[src/rtl/fp16_pkg.sv]
// Shared binary16 definitions: field layout, special encodings and classification helpers
// used by the multiply pipeline and the accumulator adder.
package fp16_pkg;

    localparam int EXP_W    = 5;
    localparam int FRAC_W   = 10;
    localparam int SIG_W    = FRAC_W + 1;
    localparam int EXP_BIAS = 15;

    localparam logic [15:0] FP16_POS_ZERO = 16'h0000;
    localparam logic [15:0] FP16_POS_INF  = 16'h7C00;
    localparam logic [15:0] FP16_NEG_INF  = 16'hFC00;
    localparam logic [15:0] FP16_QNAN     = 16'h7E00;
    localparam logic [15:0] FP16_MAX      = 16'h7BFF;

    typedef struct packed {
        logic              sign;
        logic [EXP_W-1:0]  exp;
        logic [FRAC_W-1:0] frac;
    } fp16_t;

    function automatic fp16_t unpack(input logic [15:0] x);
        return fp16_t'(x);
    endfunction

    // A zero exponent field counts as zero, so subnormals are flushed wherever this is used.
    function automatic logic is_zero(input logic [15:0] x);
        return (x[14:10] == 5'd0);
    endfunction

    function automatic logic is_inf(input logic [15:0] x);
        return (x[14:10] == 5'h1F) && (x[9:0] == 10'd0);
    endfunction

    function automatic logic is_nan(input logic [15:0] x);
        return (x[14:10] == 5'h1F) && (x[9:0] != 10'd0);
    endfunction

    function automatic logic [15:0] inf_of(input logic sign);
        return sign ? FP16_NEG_INF : FP16_POS_INF;
    endfunction

    function automatic logic is_overflow(input logic signed [7:0] e);
        return e > $signed({3'b000, FP16_MAX[14:10]});
    endfunction

endpackage

[src/rtl/fp16_add_rne.sv]
// Combinational binary16 adder, round-to-nearest-even, flush-to-zero, canonical +0 results.
module fp16_add_rne
    import fp16_pkg::*;
(
    input  logic [15:0] a,
    input  logic [15:0] b,
    output logic [15:0] y
);

    fp16_t             fa, fb, big, sml;
    logic              a_ge, eff_sub;
    logic [4:0]        d;
    logic [13:0]       big_w, sml_w, norm;
    logic [29:0]       ext;
    logic [14:0]       sum;
    logic [3:0]        lz;
    logic              inc;
    logic [10:0]       rnd;
    logic signed [7:0] exp_n, exp_r;
    logic [15:0]       arith;

    // Working significands carry guard, round and sticky bits below the fraction.
    always_comb begin
        fa      = unpack(a);
        fb      = unpack(b);
        a_ge    = a[14:0] >= b[14:0];
        big     = a_ge ? fa : fb;
        sml     = a_ge ? fb : fa;
        d       = big.exp - sml.exp;
        eff_sub = big.sign ^ sml.sign;
        big_w   = {1'b1, big.frac, 3'b000};
        ext     = {1'b1, sml.frac, 3'b000, 16'h0000} >> d;
        sml_w   = 14'd1;
        if (d < 5'd14) begin
            sml_w = ext[29:16] | {13'd0, |ext[15:0]};
        end
        sum   = eff_sub ? ({1'b0, big_w} - {1'b0, sml_w}) : ({1'b0, big_w} + {1'b0, sml_w});
        exp_n = {3'b000, big.exp};
        lz    = 4'd0;
        for (int i = 0; i < 14; i++) begin
            if (sum[i]) begin
                lz = 4'(13 - i);
            end
        end
        if (sum[14]) begin
            norm  = {sum[14:2], sum[1] | sum[0]};
            exp_n = exp_n + 8'sd1;
        end else begin
            norm  = sum[13:0] << lz;
            exp_n = exp_n - $signed({4'b0000, lz});
        end
        inc   = norm[2] & (norm[1] | norm[0] | norm[3]);
        rnd   = {1'b0, norm[12:3]} + {10'd0, inc};
        exp_r = rnd[10] ? exp_n + 8'sd1 : exp_n;

        if (!norm[13]) begin
            arith = FP16_POS_ZERO;
        end else if (is_overflow(exp_r)) begin
            arith = inf_of(big.sign);
        end else if (exp_r < 8'sd1) begin
            arith = FP16_POS_ZERO;
        end else begin
            arith = {big.sign, exp_r[4:0], rnd[9:0]};
        end

        if (is_nan(a) || is_nan(b) || (is_inf(a) && is_inf(b) && (a[15] != b[15]))) begin
            y = FP16_QNAN;
        end else if (is_inf(a)) begin
            y = a;
        end else if (is_inf(b)) begin
            y = b;
        end else if (is_zero(b)) begin
            y = is_zero(a) ? FP16_POS_ZERO : a;
        end else if (is_zero(a)) begin
            y = b;
        end else begin
            y = arith;
        end
    end

endmodule

[src/rtl/fp16_mac_acc.sv]
// Streaming binary16 multiply-accumulate: operands sampled at edge k reach the
// accumulator at edge k+7; one product per clock, no handshake.
module fp16_mac_acc
    import fp16_pkg::*;
(
    input  logic        clk,
    input  logic        rst,
    input  logic [15:0] A,
    input  logic [15:0] B,
    output logic [15:0] Acc_Out
);

    logic [15:0]       a_q, a_d, b_q, b_d;
    logic              m_sign_q, m_sign_d, m_nan_q, m_nan_d;
    logic              m_inf_q, m_inf_d, m_zero_q, m_zero_d;
    logic signed [7:0] m_exp_q, m_exp_d;
    logic [21:0]       m_sig_q, m_sig_d;
    logic [15:0]       prod_q, prod_d;
    logic [15:0]       dly_q [0:3];
    logic [15:0]       dly_d [0:3];
    logic [15:0]       acc_q, acc_d;

    fp16_t             fa, fb;
    logic [9:0]        n_frac;
    logic              n_g, n_s, r_inc;
    logic signed [7:0] n_exp, r_exp;
    logic [10:0]       rnd;

    // Stage 2: classify operands and form the exact 11x11 significand product.
    always_comb begin
        a_d      = A;
        b_d      = B;
        fa       = unpack(a_q);
        fb       = unpack(b_q);
        m_sign_d = fa.sign ^ fb.sign;
        m_nan_d  = is_nan(a_q) || is_nan(b_q) ||
                   (is_inf(a_q) && is_zero(b_q)) || (is_zero(a_q) && is_inf(b_q));
        m_inf_d  = is_inf(a_q) || is_inf(b_q);
        m_zero_d = is_zero(a_q) || is_zero(b_q);
        m_exp_d  = {3'b000, fa.exp} + {3'b000, fb.exp} - 8'(EXP_BIAS);
        m_sig_d  = 22'({1'b1, fa.frac}) * 22'({1'b1, fb.frac});
    end

    // Stage 3: normalise the product, round to nearest even and resolve specials.
    always_comb begin
        if (m_sig_q[21]) begin
            n_frac = m_sig_q[20:11];
            n_g    = m_sig_q[10];
            n_s    = |m_sig_q[9:0];
            n_exp  = m_exp_q + 8'sd1;
        end else begin
            n_frac = m_sig_q[19:10];
            n_g    = m_sig_q[9];
            n_s    = |m_sig_q[8:0];
            n_exp  = m_exp_q;
        end
        r_inc = n_g & (n_s | n_frac[0]);
        rnd   = {1'b0, n_frac} + {10'd0, r_inc};
        r_exp = rnd[10] ? n_exp + 8'sd1 : n_exp;

        if (m_nan_q) begin
            prod_d = FP16_QNAN;
        end else if (m_inf_q) begin
            prod_d = inf_of(m_sign_q);
        end else if (m_zero_q) begin
            prod_d = {m_sign_q, 15'd0};
        end else if (is_overflow(r_exp)) begin
            prod_d = inf_of(m_sign_q);
        end else if (r_exp < 8'sd1) begin
            prod_d = {m_sign_q, 15'd0};
        end else begin
            prod_d = {m_sign_q, r_exp[4:0], rnd[9:0]};
        end
    end

    always_comb begin
        dly_d[0] = prod_q;
        for (int i = 1; i < 4; i++) begin
            dly_d[i] = dly_q[i-1];
        end
    end

    fp16_add_rne u_add (
        .a (acc_q),
        .b (dly_q[3]),
        .y (acc_d)
    );

    always_ff @(posedge clk or negedge rst) begin
        if (!rst) begin
            a_q      <= FP16_POS_ZERO;
            b_q      <= FP16_POS_ZERO;
            m_sign_q <= 1'b0;
            m_nan_q  <= 1'b0;
            m_inf_q  <= 1'b0;
            m_zero_q <= 1'b1;
            m_exp_q  <= 8'sd0;
            m_sig_q  <= 22'd0;
            prod_q   <= FP16_POS_ZERO;
            for (int i = 0; i < 4; i++) begin
                dly_q[i] <= FP16_POS_ZERO;
            end
            acc_q    <= FP16_POS_ZERO;
        end else begin
            a_q      <= a_d;
            b_q      <= b_d;
            m_sign_q <= m_sign_d;
            m_nan_q  <= m_nan_d;
            m_inf_q  <= m_inf_d;
            m_zero_q <= m_zero_d;
            m_exp_q  <= m_exp_d;
            m_sig_q  <= m_sig_d;
            prod_q   <= prod_d;
            for (int i = 0; i < 4; i++) begin
                dly_q[i] <= dly_d[i];
            end
            acc_q    <= acc_d;
        end
    end

    assign Acc_Out = acc_q;

endmodule

[config.mk]
export PLATFORM = sky130hd
export DESIGN_NAME = fp16_mac_acc
export DESIGN_NICKNAME = d
export VERILOG_FILES = /design/src/rtl/fp16_pkg.sv /design/src/rtl/fp16_add_rne.sv /design/src/rtl/fp16_mac_acc.sv
export SDC_FILE = /design/constraint.sdc
export NUM_CORES = 1
export LEC_CHECK = 0
export CORE_UTILIZATION = 44
export DETAILED_ROUTE_END_ITERATION = 16
export GPL_ROUTABILITY_DRIVEN = 0
export HOLD_SLACK_MARGIN = 0.08
export SYNTH_ARGS = -nofsm -noshare
export SYNTH_HDL_FRONTEND = slang
export SYNTH_SLANG_ARGS = --single-unit
[constraint.sdc]
create_clock -name clk -period 10.3 [get_ports clk]
set_input_delay 2.575 -clock clk [delete_from_list [all_inputs] [get_ports clk]]
set_output_delay 2.575 -clock clk [all_outputs]
set_load 0.02 [all_outputs]
# Yosys cells after proc, flatten, opt, wreduce, memory -nomap -nowiden
# Index checks and enable logic that the tools add are counted.
[word_totals] ff_bits=161 inputBits=34
[classes] n_addsub=12 mul=1 magnitude_cmp=6 eq_ne=7 shifts=2 mux=42 bitwise_logic=9 reduce_logical=35
[ops] operator="$mux W16" count=17
[ops] operator="$mux W4" count=14
[ops] operator="$logic_not A10 Y1" count=4
[ops] operator="$reduce_bool A10 Y1" count=4
[ops] operator="$mux W8" count=4
[ops] operator="$mux W15" count=2
[ops] operator="$shr A30 B5 Y30" count=1
[ops] operator="$mux W14" count=2
[ops] operator="$add A10 B1 Y11" count=2
[ops] operator="$mul A11 B11 Y22" count=1
[ops] operator="$eq A5 B5 Y1 const B" count=4
[ops] operator="$logic_not A5 Y1" count=4
[ops] operator="$add A8 B2 Y8 const B" count=2
[ops] operator="$gt A8 B6 Y1 const B" count=2
[ops] operator="$lt A8 B2 Y1 const B" count=2
[ops] operator="$reduce_or A16 Y1" count=1
[ops] operator="$add A14 B14 Y15" count=1
[ops] operator="$ge A15 B15 Y1" count=1
[ops] operator="$sub A14 B14 Y15" count=1
[ops] operator="$or A14 B1 Y14" count=1
[ops] operator="$shl A14 B4 Y14" count=1
[ops] operator="$logic_and A1 B1 Y1" count=12
[ops] operator="$mux W10" count=1
[ops] operator="$reduce_or A10 Y1" count=1
[ops] operator="17 further kinds" count=29

# Logic depth before layout (Yosys ltp)
[depth] word_depth=39 ltp_mapped=53

# Cells and area by module
# A second synthesis with hierarchy kept.
[hier_totals] hier_cells=1748 area_unflattened_um2=15298.4
[by_module_without_submodules] mod="fp16_mac_acc" instances=1 cells_each=847 area_per_inst_um2=9421.5
[by_module_without_submodules] mod="fp16_add_rne" instances=1 cells_each=901 area_per_inst_um2=5876.9

# Worst setup path after synthesis
# OpenSTA, ideal clock, no wires.
[synth_path] path_type="register to register" from="register acc_q[12] (netlist: Acc_Out[12])" to="register acc_q[15] (netlist: Acc_Out[15])" setup_time_ns=0.126 arrival_time_ns=10.326 path_slack_ns=-0.152 path_stages_with_launch=49 n_path_buf=6 synth_period_minus_slack_ns=10.452 cell_sequence="dfrtp_1 -> ha_1 -> buf_4 -> a211oi_2 -> nor2_1 -> a2111o_1 -> nor2_1 -> buf_2 -> buf_1 -> a21boi_0 -> ha_1 -> buf_1 -> clkbuf_1 -> o221a_2 -> nor2_1 -> a21oi_1 -> nor2_1 -> o21ai_0 -> [... 13 more ...] -> a21oi_1 -> nand2_1 -> a211o_1 -> a211o_1 -> buf_6 -> inv_6 -> ha_1 -> inv_1 -> fa_1 -> a21o_1 -> a211oi_1 -> a41oi_1 -> xnor2_1 -> nor4b_1 -> nand4_4 -> mux2_4 -> a211o_1 -> a221o_1"
[synth_via] elab_chain_cells=39 word_cells_on_any_way=61
[synth_lines] item="start: declaration" line_no="fp16_mac_acc.sv:21" text="logic [15:0] acc_q, acc_d;"
[synth_lines] item="start signal: assignment" line_no="fp16_mac_acc.sv:103" text="acc_q <= FP16_POS_ZERO;"
[synth_lines] item="start signal: assignment" line_no="fp16_mac_acc.sv:117" text="acc_q <= acc_d;"
[synth_lines] item="$ge A15 B15 Y1" line_no="fp16_add_rne.sv:26" text="a_ge = a[14:0] >= b[14:0];"
[synth_lines] item="$mux W16 (on tied branches)" line_no="fp16_add_rne.sv:27, fp16_add_rne.sv:28"
[synth_lines] item="$sub A5 B5 Y5" line_no="fp16_add_rne.sv:29" text="d = big.exp - sml.exp;"
[synth_lines] item="$shr A30 B5 Y30" line_no="fp16_add_rne.sv:32" text="ext = {1'b1, sml.frac, 3'b000, 16'h0000} >> d;"
[synth_lines] item="$reduce_or A16 Y1" line_no="fp16_add_rne.sv:35" text="sml_w = ext[29:16] | {13'd0, |ext[15:0]};"
[synth_lines] item="$or A14 B1 Y14" line_no="fp16_add_rne.sv:35"
[synth_lines] item="$mux W14" line_no="fp16_add_rne.sv:34" text="if (d < 5'd14) begin"
[synth_lines] item="$add A14 B14 Y15 or $sub A14 B14 Y15 (tied branches)" line_no="fp16_add_rne.sv:37" text="sum = eff_sub ? ({1'b0, big_w} - {1'b0, sml_w}) : ({1'b0, big_w} + {1'b0, sml_w});"
[synth_lines] item="[... 23 more ...]"
[synth_lines] item="$mux W16" line_no="fp16_add_rne.sv:60" text="end else if (exp_r < 8'sd1) begin"
[synth_lines] item="$mux W16" line_no="fp16_add_rne.sv:58" text="end else if (is_overflow(exp_r)) begin"
[synth_lines] item="$mux W16" line_no="fp16_add_rne.sv:56" text="if (!norm[13]) begin"
[synth_lines] item="$mux W16" line_no="fp16_add_rne.sv:74" text="end else if (is_zero(a)) begin"
[synth_lines] item="$mux W16" line_no="fp16_add_rne.sv:72" text="end else if (is_zero(b)) begin"
[synth_lines] item="$mux W16" line_no="fp16_add_rne.sv:70" text="end else if (is_inf(b)) begin"
[synth_lines] item="$mux W16" line_no="fp16_add_rne.sv:68" text="end else if (is_inf(a)) begin"
[synth_lines] item="$mux W16" line_no="fp16_add_rne.sv:66" text="if (is_nan(a) || is_nan(b) || (is_inf(a) && is_inf(b) && (a[15] != b[15]))) begin"
# Several ways; a longest one is shown, not always the timed one. The select of a mux whose other input is x is not followed.
# A chain may end at the register's enable or synchronous reset.

# Worst setup path in the final report
[layout_path] from="register dly_q[10] (netlist bit)" to="register acc_q[15] (netlist: Acc_Out[15])"
[layout_via] elab_chain_cells=39 word_cells_on_any_way=61
[layout_lines] item="start: declaration" line_no="fp16_mac_acc.sv:19" text="logic [15:0] dly_q [0:3];"
[layout_lines] item="start signal: indexed assignment" line_no="fp16_mac_acc.sv:115" text="dly_q[i] <= dly_d[i];"
[layout_lines] item="$ge A15 B15 Y1" line_no="fp16_add_rne.sv:26"
[layout_lines] item="$mux W16 (on tied branches)" line_no="fp16_add_rne.sv:27, fp16_add_rne.sv:28"
[layout_lines] item="$sub A5 B5 Y5" line_no="fp16_add_rne.sv:29"
[layout_lines] item="$shr A30 B5 Y30" line_no="fp16_add_rne.sv:32"
[layout_lines] item="$reduce_or A16 Y1" line_no="fp16_add_rne.sv:35"
[layout_lines] item="$or A14 B1 Y14" line_no="fp16_add_rne.sv:35"
[layout_lines] item="$mux W14" line_no="fp16_add_rne.sv:34"
[layout_lines] item="$add A14 B14 Y15 or $sub A14 B14 Y15 (tied branches)" line_no="fp16_add_rne.sv:37"
[layout_lines] item="[... 23 more ...]"
[layout_lines] item="$mux W16" line_no="fp16_add_rne.sv:60"
[layout_lines] item="$mux W16" line_no="fp16_add_rne.sv:58"
[layout_lines] item="$mux W16" line_no="fp16_add_rne.sv:56"
[layout_lines] item="$mux W16" line_no="fp16_add_rne.sv:74"
[layout_lines] item="$mux W16" line_no="fp16_add_rne.sv:72"
[layout_lines] item="$mux W16" line_no="fp16_add_rne.sv:70"
[layout_lines] item="$mux W16" line_no="fp16_add_rne.sv:68"
[layout_lines] item="$mux W16" line_no="fp16_add_rne.sv:66"
# Several ways; a longest one is shown, not always the timed one. The select of a mux whose other input is x is not followed.

==> impl_metrics.toml <==
[flow_run]
maxCapViolCount = 0

[global_route]
antenna_found_initial = 0
grt_pass1_vias = 11819
track_usage_pct = 22.8
grt_max_degree = 87
grt_overflow = 0
grt_pass1_wl_um = 60600

[synthesis]
synth_edf_count = 0
async_flop_share_pct = 100
synth-seq-cells = 161
netlist_area_mm2 = 0.0144
synth_cell_types = 98
synth_ff_type = "dfrtp_1"
synth_nets = 1830
synth-seq-area-share_pct = 27.9
yosys_warnings = 0
syn_inst = 1597
avgSynthCellArea_um2 = 9.03

[clocking]
clock_latency_ps = 430
holdBufCountCts = 0
clockBufferDepth = 2
tritoncts = "done"
cts_root_buf = "clkbuf_16"
cts_made_buffers = 17
path_clk_slew_ps = 70
cts_sinks = 161
htree_num_levels = 4

[critical_path]
cp_slowest_cell = "mux4_2"
required_ps = 10620
slowest_delay_ps = 490
startpoint_type = "flop"
cp.arrival_ps = 10080
critPathKind = "flop to flop"
critPathMaxFanout = 21
end_kind = "flop"

[finish]
final_common_cell = "dfrtp_1"
drive_above_1_share_pct = 9.90
antenna_cells = 0
syn2layout_area_growth_pct = 13.3
final_cell_mix = "dfrtp_1, inv_1, nand2_1"
final_cells = 2102
final_nets = 1889

[placement]
dp_hpwl_um = 28900
dp_cells = 2068
pre_cts_ws_ps = -54.0
io_buffers = 49

[drt]
wl_um = 37400
drtPass1Iterations = 6
routedWlPerCell_um = 17.8
route.detailed.drc = 0
routed_via_density = 5.80
drt-initial-drc-count = 1134
ant_nets = 0
vias = 12196

[timing]
fin_crit_sh_pct = 94.8
relSlewSlack_pct = 29.1
finalHoldViolations = 0
fin_ws_ps = 540
setup_viol = 0
max_slew.worst_pin.slew_ps = 1060
period_minus_slack_ps = 9760
drv_slew = 0
max_freq_mhz = 102
finClkSkew_ps = 8.81
finalSetupTns_ps = 0

[floorplanning]
start_util_pct = 45.3
die-area_mm2 = 0.0335
rows = 65
dieWidth_um = 183
coreArea_mm2 = 0.0319
ios = 50
die_y_um = 183

[outcome]
outcome = "finished, final reports clean"

[min_path]
hp-class = "flop to flop"
## layer usage
| layer | wire, um | vias up | track usage (%) |
|---|---|---|---|
| li1 | - | 5743 | - |
| met1 | 16000 | 5918 | 29.4 |
| met2 | 18100 | 438 | 38.2 |
| met3 | 1940 | 97 | 2.66 |
| met4 | 1460 | 0 | 10.6 |
| met5 | 0 | - | 0 |
## sequential cells by signal (all words and copies together) (netlist names), 7 cells and up
register and count:
dly_d 48, m_sig_q 22, Acc_Out 16, a_q 16, b_q 16, dly_q 16
prod_q 16, m_exp_q 7
## path summary, 6_finish.rpt
check	startpoint	to	slack, ps	cells after the start
worst max-delay path	dly_q[10]	Acc_Out[15]	540	43
worst min-delay path	prod_q[1]	dly_d[33]	350	0
worst max register to register	dly_q[10]	Acc_Out[15]	540	43
worst min register to register	prod_q[1]	dly_d[33]	350	0
max in group asynchronous	rst	dly_q[11]	6620	2
min in group asynchronous	rst	a_q[4]	2180	1
## worst max-delay path, delay by kind of cell (launching register included)
family	cells	cell delay, ps
compound gates	18	3880
xor+xnor	1	160
fa+ha+maj	5	1540
buf+inv	6	840
flops	1	410
mux	3	1030
simple gates	10	1770
## layout make-up
type                            count  area (um^2)
Sequential cell                   161         4040
Fill cell                        3016        15500
Clock inverter                     13          119
Clock buffer                       17          425
Tap cell                          435          544
Multi-Input combinational cell   1225         9720
Inverter                          147          557
Timing Repair Buffer              104          952
## synth_stat cells, drive strengths merged, types with 6 or more instances
cell type	n	area, um^2
nor3b	7	63.8
o21ai	84	424
a2111oi	7	86.3
o211ai	19	148
nand3	50	250
nor4	20	144
nor2	104	390
fa	83	1660
or3	8	50.1
xnor2	38	333
or2	8	50.1
nor2b	14	87.6
nand2b	10	62.6
a21o	18	135
buf	25	148
a31oi	19	119
o31ai	7	52.6
a211o	6	52.6
mux2	11	128
and3	15	93.8
o22ai	10	62.6
a211oi	15	118
nand4	28	196
xor2	27	244
inv	147	557
nand2	143	539
o21a	9	67.6
a221oi	6	76.3
ha	116	1450
nor3	34	196
dfrtp	160	4000
and2	71	444
a21boi	7	56.3
mux2i	35	350
clkbuf	39	146
a22oi	11	82.6
a21oi	98	490
o21bai	12	90.1
## kinds of logic after synthesis
logic type	after synthesis	share of synthesized area, %
fa+ha+maj	199	21.6
simple gates	527	18.7
buf+inv	211	5.90
xor+xnor	65	4.00
flops	161	27.9
mux	50	3.94
compound gates	384	18.0
## repair_timing
action | in CTS | in global routing
setup endpoints to repair | 10 | 16
resized for setup | 1 | 42
cloned | 0 | 2
pin swaps | 0 | 9
buffers inserted | 0 | 2
## through the flow
stage	utilization [%]	hold slack, ps	cell area (um^2)
global route	51.3	354	16400
global placement	48.9	331	15600
CTS	50.6	346	16100
detailed placement	48.9	335	15600
finish	51.3	346	16400
floorplan	-	331	14400
Power is left out: the tool's default activity adds up to more than one toggle a clock period on the data nets, which glitch-free logic cannot reach.
